==> src/rtl/fuzz_stim_sig_engine.sv <==
`default_nettype none
// ============================================================================
// Module   : fuzz_stim_sig_engine
// Brief    : On-chip fuzz stimulus generator and response compactor. An LFSR
//            produces wide stimulus vectors. Each vector is held for HOLD_CYC
//            clocks. The DUT response is folded into a MISR, which yields one
//            signature per run.
// Revision : 1.0 - initial release
// ============================================================================
module fuzz_stim_sig_engine #(
    parameter int                STIM_W    = 256,
    parameter int                RESP_W    = 350,
    parameter int                CNT_W     = 8,
    parameter int                HOLD_CYC  = 2,
    parameter logic [STIM_W-1:0] LFSR_TAPS = 256'hA42 << 244,
    parameter logic [RESP_W-1:0] MISR_TAPS = RESP_W'(1) | (RESP_W'(1) << (RESP_W - 1))
) (
    input  logic              clk,
    input  logic              rst,
    input  logic              start,
    input  logic [STIM_W-1:0] seed,
    input  logic [CNT_W-1:0]  num_vec,
    input  logic              zero_ins,
    output logic [STIM_W-1:0] stim,
    input  logic [RESP_W-1:0] resp,
    output logic              busy,
    output logic              done,
    output logic [CNT_W-1:0]  vec_idx,
    output logic [RESP_W-1:0] signature
);

    localparam int                  c_HOLD_W    = (HOLD_CYC > 2) ? $clog2(HOLD_CYC) : 1;
    localparam logic [c_HOLD_W-1:0] c_HOLD_LAST = c_HOLD_W'(HOLD_CYC - 1);

    localparam logic [1:0] c_ST_IDLE = 2'd0;
    localparam logic [1:0] c_ST_RUN  = 2'd1;
    localparam logic [1:0] c_ST_GAP  = 2'd2;
    localparam logic [1:0] c_ST_FIN  = 2'd3;

    logic [1:0]          r_state;
    logic [1:0]          w_state_next;
    logic [c_HOLD_W-1:0] r_hold;
    logic [CNT_W-1:0]    r_num;
    logic [STIM_W-1:0]   r_lfsr;

    logic [STIM_W-1:0]   w_seed_eff;
    logic [STIM_W-1:0]   w_lfsr_step;
    logic [RESP_W-1:0]   w_misr_next;
    logic                w_last_vec;
    logic                w_load;
    logic                w_capture;
    logic                w_advance;
    logic                w_to_gap;
    logic                w_finish;

    // A zero seed would lock the LFSR, so it is replaced by all-ones.
    assign w_seed_eff  = (seed == '0) ? '1 : seed;
    assign w_lfsr_step = {r_lfsr[STIM_W-2:0], ^(r_lfsr & LFSR_TAPS)};
    assign w_misr_next = ({signature[RESP_W-2:0], 1'b0}
                         ^ (signature[RESP_W-1] ? MISR_TAPS : '0)) ^ resp;
    // r_num is nonzero whenever this is consulted, so there is no underflow.
    assign w_last_vec  = (vec_idx == (r_num - CNT_W'(1)));

    // State register
    always_ff @(posedge clk or posedge rst) begin
        if (rst) begin
            r_state <= c_ST_IDLE;
        end else begin
            r_state <= w_state_next;
        end
    end

    // Next-state decode; FIN lasts two cycles so done is high while still in FIN
    always_comb begin
        w_state_next = r_state;
        case (r_state)
            c_ST_IDLE: begin
                if (start) begin
                    w_state_next = (num_vec == '0) ? c_ST_FIN : c_ST_RUN;
                end
            end
            c_ST_RUN: begin
                if (r_hold == c_HOLD_LAST) begin
                    if (w_last_vec) begin
                        w_state_next = c_ST_FIN;
                    end else if (zero_ins) begin
                        w_state_next = c_ST_GAP;
                    end
                end
            end
            c_ST_GAP: w_state_next = c_ST_RUN;
            c_ST_FIN: begin
                if (done) begin
                    w_state_next = c_ST_IDLE;
                end
            end
            default: w_state_next = c_ST_IDLE;
        endcase
    end

    // Output decode: datapath strobes derived from the current state
    always_comb begin
        w_load    = (r_state == c_ST_IDLE) && start;
        w_capture = (r_state == c_ST_RUN) && (r_hold == c_HOLD_LAST);
        w_advance = (w_capture && !w_last_vec && !zero_ins) || (r_state == c_ST_GAP);
        w_to_gap  = w_capture && !w_last_vec && zero_ins;
        w_finish  = w_capture && w_last_vec;
    end

    // Datapath: LFSR, stimulus, hold counter, vector index, MISR and flags
    always_ff @(posedge clk or posedge rst) begin
        if (rst) begin
            stim      <= '0;
            busy      <= 1'b0;
            done      <= 1'b0;
            vec_idx   <= '0;
            signature <= '0;
            r_hold    <= '0;
            r_lfsr    <= '0;
            r_num     <= '0;
        end else begin
            if (w_load) begin
                signature <= '0;
                vec_idx   <= '0;
                r_num     <= num_vec;
                r_hold    <= '0;
                if (num_vec != '0) begin
                    r_lfsr <= w_seed_eff;
                    stim   <= w_seed_eff;
                    busy   <= 1'b1;
                end
            end
            if ((r_state == c_ST_RUN) && !w_capture) begin
                r_hold <= r_hold + c_HOLD_W'(1);
            end
            if (w_capture) begin
                signature <= w_misr_next;
            end
            if (w_advance) begin
                r_lfsr  <= w_lfsr_step;
                stim    <= w_lfsr_step;
                vec_idx <= vec_idx + CNT_W'(1);
                r_hold  <= '0;
            end
            if (w_to_gap) begin
                stim <= '0;
            end
            if (w_finish) begin
                stim <= '0;
                busy <= 1'b0;
            end
            done <= (r_state == c_ST_FIN) && !done;
        end
    end

endmodule
`default_nettype wire
==> config.mk <==
export PLATFORM = sky130hd
export DESIGN_NAME = fuzz_stim_sig_engine
export DESIGN_NICKNAME = d
export VERILOG_FILES = /design/src/rtl/fuzz_stim_sig_engine.sv
export SDC_FILE = /design/constraint.sdc
export NUM_CORES = 2
export LEC_CHECK = 0
export BUFFER_PORTS_ARGS = -buffer_cell sky130_fd_sc_hd__clkbuf_2
export CORE_AREA = 2 2 477 479
export DETAILED_ROUTE_END_ITERATION = 10
export DIE_AREA = 0 0 479 481
export HOLD_SLACK_MARGIN = 0.15
export SLEW_MARGIN = 10
export SYNTH_ARGS = -nofsm -noshare
export SYNTH_HDL_FRONTEND = slang
export SYNTH_SLANG_ARGS = --single-unit
==> constraint.sdc <==
create_clock -name clk -period 38.6 [get_ports clk]
set_clock_uncertainty 0.2 [all_clocks]
set_input_delay 5.79 -clock clk [delete_from_list [all_inputs] [get_ports clk]]
set_output_delay 5.79 -clock clk [all_outputs]
set_load 0.02 [all_outputs]
* Word-level counts from Yosys, hierarchy flattened
Cells that the tools add are included.
Widths: inputs -> output; s select.
** Operators by class
- $mul :: 0
- Add/subtract/negate cells :: 3
- Reduce and logical (&&, ||, !) cells :: 30
- Order comparisons :: 0
- Bitwise logic cells :: 2
- Shift-type cells :: 0
- Divide/modulo/power cells :: 0
- Equality and inequality tests :: 8
- Multiplexer cells :: 24
** Operator list (number)
- $mux 256 :: 6
- $mux 350 :: 3
- $xor 350x350->350 :: 2
- $logic_not 256->1 :: 1
- $reduce_xor 256->1 :: 1
- $mux 8 :: 2
- $mux 2 :: 6
- $reduce_bool 2->1 :: 5
- $add 8x1->8 const B :: 1
- $eq 8x8->1 :: 1
- $logic_and 1x1->1 :: 8
- $logic_not 8->1 :: 1
- $pmux 2 s4 :: 1
- $reduce_bool 4->1 :: 2
- $reduce_bool 8->1 :: 1
- $sub 8x1->8 const B :: 1
- $mux 1 :: 6
- $ne 2x2->1 const B :: 3
- $reduce_and 2->1 :: 3
- $eq 2x2->1 const B :: 2
- $logic_not 1->1 :: 4
- $reduce_and 4->1 :: 1
- $ne 3x3->1 const B :: 1
- $reduce_bool 3->1 :: 1
- 4 further kinds :: 4
** Word-level totals
- Bits in latches :: 0
- Word-level logic and storage cells :: 76
- Bits in writable memories :: 0
- ROM bits :: 0
- Flip-flop bits (word level) :: 883
- Memories :: 0

* Depth between registers and ports, before layout
- Depth in word-level cells :: 9
- Gate-level depth with buffers :: 13
- Depth with buffers taken out :: 8

* Least setup slack after synthesis
No wires, ideal clock.
- Path type :: input-to-reg
- Start point :: input port seed[193]
- End point :: register stim[251]
- Stages :: 9
- Slack :: 30.623 ns
- Required time :: 38.290 ns
- Data arrival time :: 7.667 ns
- Buffers on the path :: 3
- Library setup time :: 0.110 ns
- Cells stage by stage :: nor4_1 -> nand4_1 -> nor4_1 -> and4_1 -> clkbuf_1 -> clkbuf_1 -> clkbuf_1 -> nor3_1 -> o41ai_1
** Between the ends
- Word-level cells in the longest chain between the ends :: 7
** RTL lines
- start, declared :: RTL line 21 : input logic [STIM_W-1:0] seed,
- $logic_not 256->1 :: RTL line 57 : assign w_seed_eff = (seed == '0) ? '1 : seed;
- $mux 256 :: RTL line 57
- $mux 256 :: RTL line 127 : if (num_vec != '0) begin
- $mux 256 :: RTL line 122 : if (w_load) begin
- $mux 256 :: RTL line 139 : if (w_advance) begin
- $mux 256 :: RTL line 145 : if (w_to_gap) begin
- $mux 256 :: RTL line 148 : if (w_finish) begin
- end signal, assigned :: RTL line 129 : stim <= w_seed_eff;
- end signal, assigned :: RTL line 141 : stim <= w_lfsr_step;
- end, declared :: RTL line 24 : output logic [STIM_W-1:0] stim,
Every way passes these cells. The select of a mux whose other input is x is not followed.
A chain may end at the register's enable or synchronous reset.

* Final worst setup path
- Start point :: input port seed[202]
- End point :: register stim[17]
Same word-level chain as after synthesis.

==> results.md <==
- Share of post-route cells with drive strength above 1: 33.0%
- Fmax: 0.0951 GHz
- IO Pins: 1234
- Slew Limit Fails: 0
- CTS Buf Count: 106
- Root buffer cell: clkbuf_16
- Worst Hold Class: reg2reg
- Mean routed wirelength per cell: 25.3 um
- Final WS setup: 28.08 ns
- Clock transition at the registers of the reported paths: approximately 0.060 ns
- Worst Hold End: r_state[0]
- Crit path kind: in2reg
- Worst R2R Path Depth: 12
- Die width: between 400 and 500 um
- Initial antenna violation count: 61
- Final Cycle Share: 27.3%
- Post-layout nets: 5699
- FILL cells: 24344
- Setup repair bufs after CTS: 0
- DRT Pass-1 Iters: 5
- Worst R2R Start: r_num[0]
- Rel. slew slack: 21.2%
- Pre-CTS setup slack: 27.56 ns
- Seq cells post-synth: ~880
- Vias in the first global route: 37353
- Leakage power: 24.3 nW
- Peak supply drop: 86.1 uV
- Tmin final: 10.52 ns
- FF-to-FF End: stim[13]
- CTS resizes: 0
- Hold Fails Final Rpt: 0
- DR vias: between 30000 and 40000
- Sink Count: 883
- CP required: 39.02 ns
- First-pass GRT wire length: 289000 um
- GP Congestion: 1.01
- Htree depth: 3
- Initial Util: roughly 18%
- Hold Crit Depth: 1
- Slew @ Worst Pin: roughly 1.2 ns
- Yosys Warn Count: 0
- TritonCTS clock tree: yes
- DP HPWL: 160000 um
- Chip height: roughly 480 um
- Peak fanout along the critical path: 78
- Mean post-synth cell area: 10.3 um^2
- Placed cell count: approximately 8000
- Hold Startpoint: done
- Row count: approximately 180
- Netlist cell types: 45
- Number of remaining DRC errors: 0
- CP Capture Type: flop
- Maxcap violations: 0
- DRT iter0 DRCs: between 3000 and 4000
- Sequential fraction of the synthesis area: 53.2%
- Core ar.: 226000 um^2
- DR vias/cell: 4.61
- Worst Setup SP: seed[202]
- Largest net degree at the start of global routing: between 150 and 200
- PD cells: 98.8 nW/um^2
- RSZ-0062 raised after global routing: false
- Final cell count without fillers: 8209
- Status: completed
- Syn Nets: 4648
- Clk_lat worst skew: 0.74 ns
- R2R Setup Slk: 32.20 ns
- Area Overhead vs Synth: 30.1%
- Synthesized area: roughly 42000 um^2
- Full die area: 230000 um^2
- Setup TNS Final: 0 ns
- Clock tree buffer depth: 3
- Final wirelength: 208000 um
- Gr usage total: 17.3%
- GR Overflow Total: 0
- Startpoint class of the critical path: input pin
- Mapped Cells: 4028
- # setup viols final: 0
- Worst EP arrival: 10.94 ns
- Cts hold-fix bufs: 0
- I/O Buffers: 1233
- ANT nets after route: 0
==> per-layer routing <==
metal | vias up | wire length (um) | track usage, %
met4 | 36 | 13100 | 10.3
met3 | 418 | 18400 | 5.70
met1 | 19175 | 80600 | 20.4
met2 | 1687 | 95200 | 27.2
li1 | 16539 | - | -
met5 | - | 250 | 0
==> Yosys cell counts (all sizes together) <==
cell / instances / area (um^2)
or4b: 2 / 20.0
inv: 6 / 22.5
and2: 2 / 12.5
o41ai: 257 / 3980
a211oi: 3 / 22.5
and3b: 1 / 8.76
o21bai: 1 / 7.51
o211a: 1 / 10.0
o21ai: 613 / 3070
buf: 106 / 708
dfrtp: 883 / 22100
or2: 3 / 18.8
xnor2: 361 / 3160
o211ai: 1 / 7.51
nand2b: 5 / 31.3
and4: 1 / 8.76
nand4: 16 / 100
nor3: 260 / 1310
o21a: 1 / 7.51
a2111oi: 2 / 23.8
ha: 2 / 25.0
a31oi: 4 / 25.0
mux2i: 2 / 20.0
a311oi: 1 / 8.76
o31ai: 260 / 1950
and3: 2 / 12.5
nand3: 4 / 20.0
a21o: 1 / 7.51
xor2: 5 / 43.8
nand2: 380 / 1430
nor4: 72 / 465
nor2b: 3 / 18.8
nor2: 525 / 1970
a21oi: 3 / 15.0
a311o: 1 / 10.0
o22ai: 3 / 18.8
clkbuf: 235 / 882
==> sequential cells by signal, indices dropped and copies added (netlist names) <==
signal     flops
r_num          8
r_hold         1
busy           1
vec_idx        8
r_state        2
stim         256
done           1
r_lfsr       256
signature    350
==> report_power, final <==
part	internal, W	total [W]	switching [W]
sequential	0.00138	0.00175	0.000376
combinational	0.000841	0.00256	0.00172
clock	0.000588	0.00103	0.000441
==> per-stage QoR <==
stage	total power, W	utilization, %	instance area (um^2)	hold WS, ns
floorplan	0.00336	-	41500	0.270
global placement	0.00428	22.3	50400	0.279
detailed placement	0.00434	22.3	50400	0.278
CTS	0.00539	23.9	54000	0.284
global route	0.00567	23.9	54000	0.309
finish	0.00534	23.9	54100	0.279
==> worst max-delay path by stage <==
stage                 endpoint  slack, ns  depth (start not counted)
floorplan                 busy       7.79                          1
global placement      stim[49]      26.37                         10
detailed placement    stim[87]      27.56                         10
CTS                 r_lfsr[26]      28.38                         10
global route          stim[18]      28.16                         10
finish                stim[17]      28.08                         10
==> area by class of cell <==
cell class / instances / area [um^2] / share of cell area (%)
Sequential cell: 883 / 22100 / 40.9
Multi-Input combinational cell: 2798 / 17900 / 33.2
Timing Repair Buffer: 1284 / 6600 / 12.2
Tap cell: 3009 / 3760 / 6.96
Clock buffer: 153 / 3060 / 5.66
Clock inverter: 40 / 480 / 0.889
Antenna cell: 36 / 90.1 / 0.167
Inverter: 6 / 30.0 / 0.0555
==> layout by cell type, fill, tap and decap left out, types with 17 or more instances in the layout <==
| cell type | synthesis | layout |
|---|---|---|
| nor2_1 | 525 | 524 |
| clkbuf_1 | 235 | 24 |
| buf_4 | 3 | 47 |
| nor4_1 | 71 | 66 |
| clkinv_2 | 0 | 17 |
| dfrtp_1 | 883 | 883 |
| o31ai_1 | 260 | 260 |
| clkbuf_2 | 0 | 1233 |
| clkbuf_8 | 0 | 23 |
| clkbuf_16 | 0 | 106 |
| diode_2 | 0 | 36 |
| o41ai_2 | 230 | 229 |
| nor3_1 | 259 | 258 |
| o21ai_0 | 613 | 613 |
| o41ai_1 | 27 | 27 |
| xnor2_1 | 361 | 361 |
| nand2_1 | 380 | 379 |
==> cell families after synthesis <==
| group | after synthesis | share of synthesized area (%) |
|---|---|---|
| adders and majority gates | 2 | 0.0602 |
| buffers and inverters | 347 | 3.88 |
| muxes | 2 | 0.0482 |
| AOI/OAI and AO/OA | 1152 | 22.1 |
| xor gates and xnor gates | 366 | 7.72 |
| DFF | 883 | 53.2 |
| and+or+nand+nor | 1276 | 13.0 |
==> worst max-delay path: stages <==
cell and delay, ns:
clkbuf_2 0.13, nor4_1 0.75, nand4_1 0.32, nor4_2 0.78
buf_4 0.23, and4_4 0.70, buf_4 0.67, buf_4 0.86
nor3_1 0.19, o41ai_2 0.35
No activity file was read; power rests on OpenSTA's default activity.
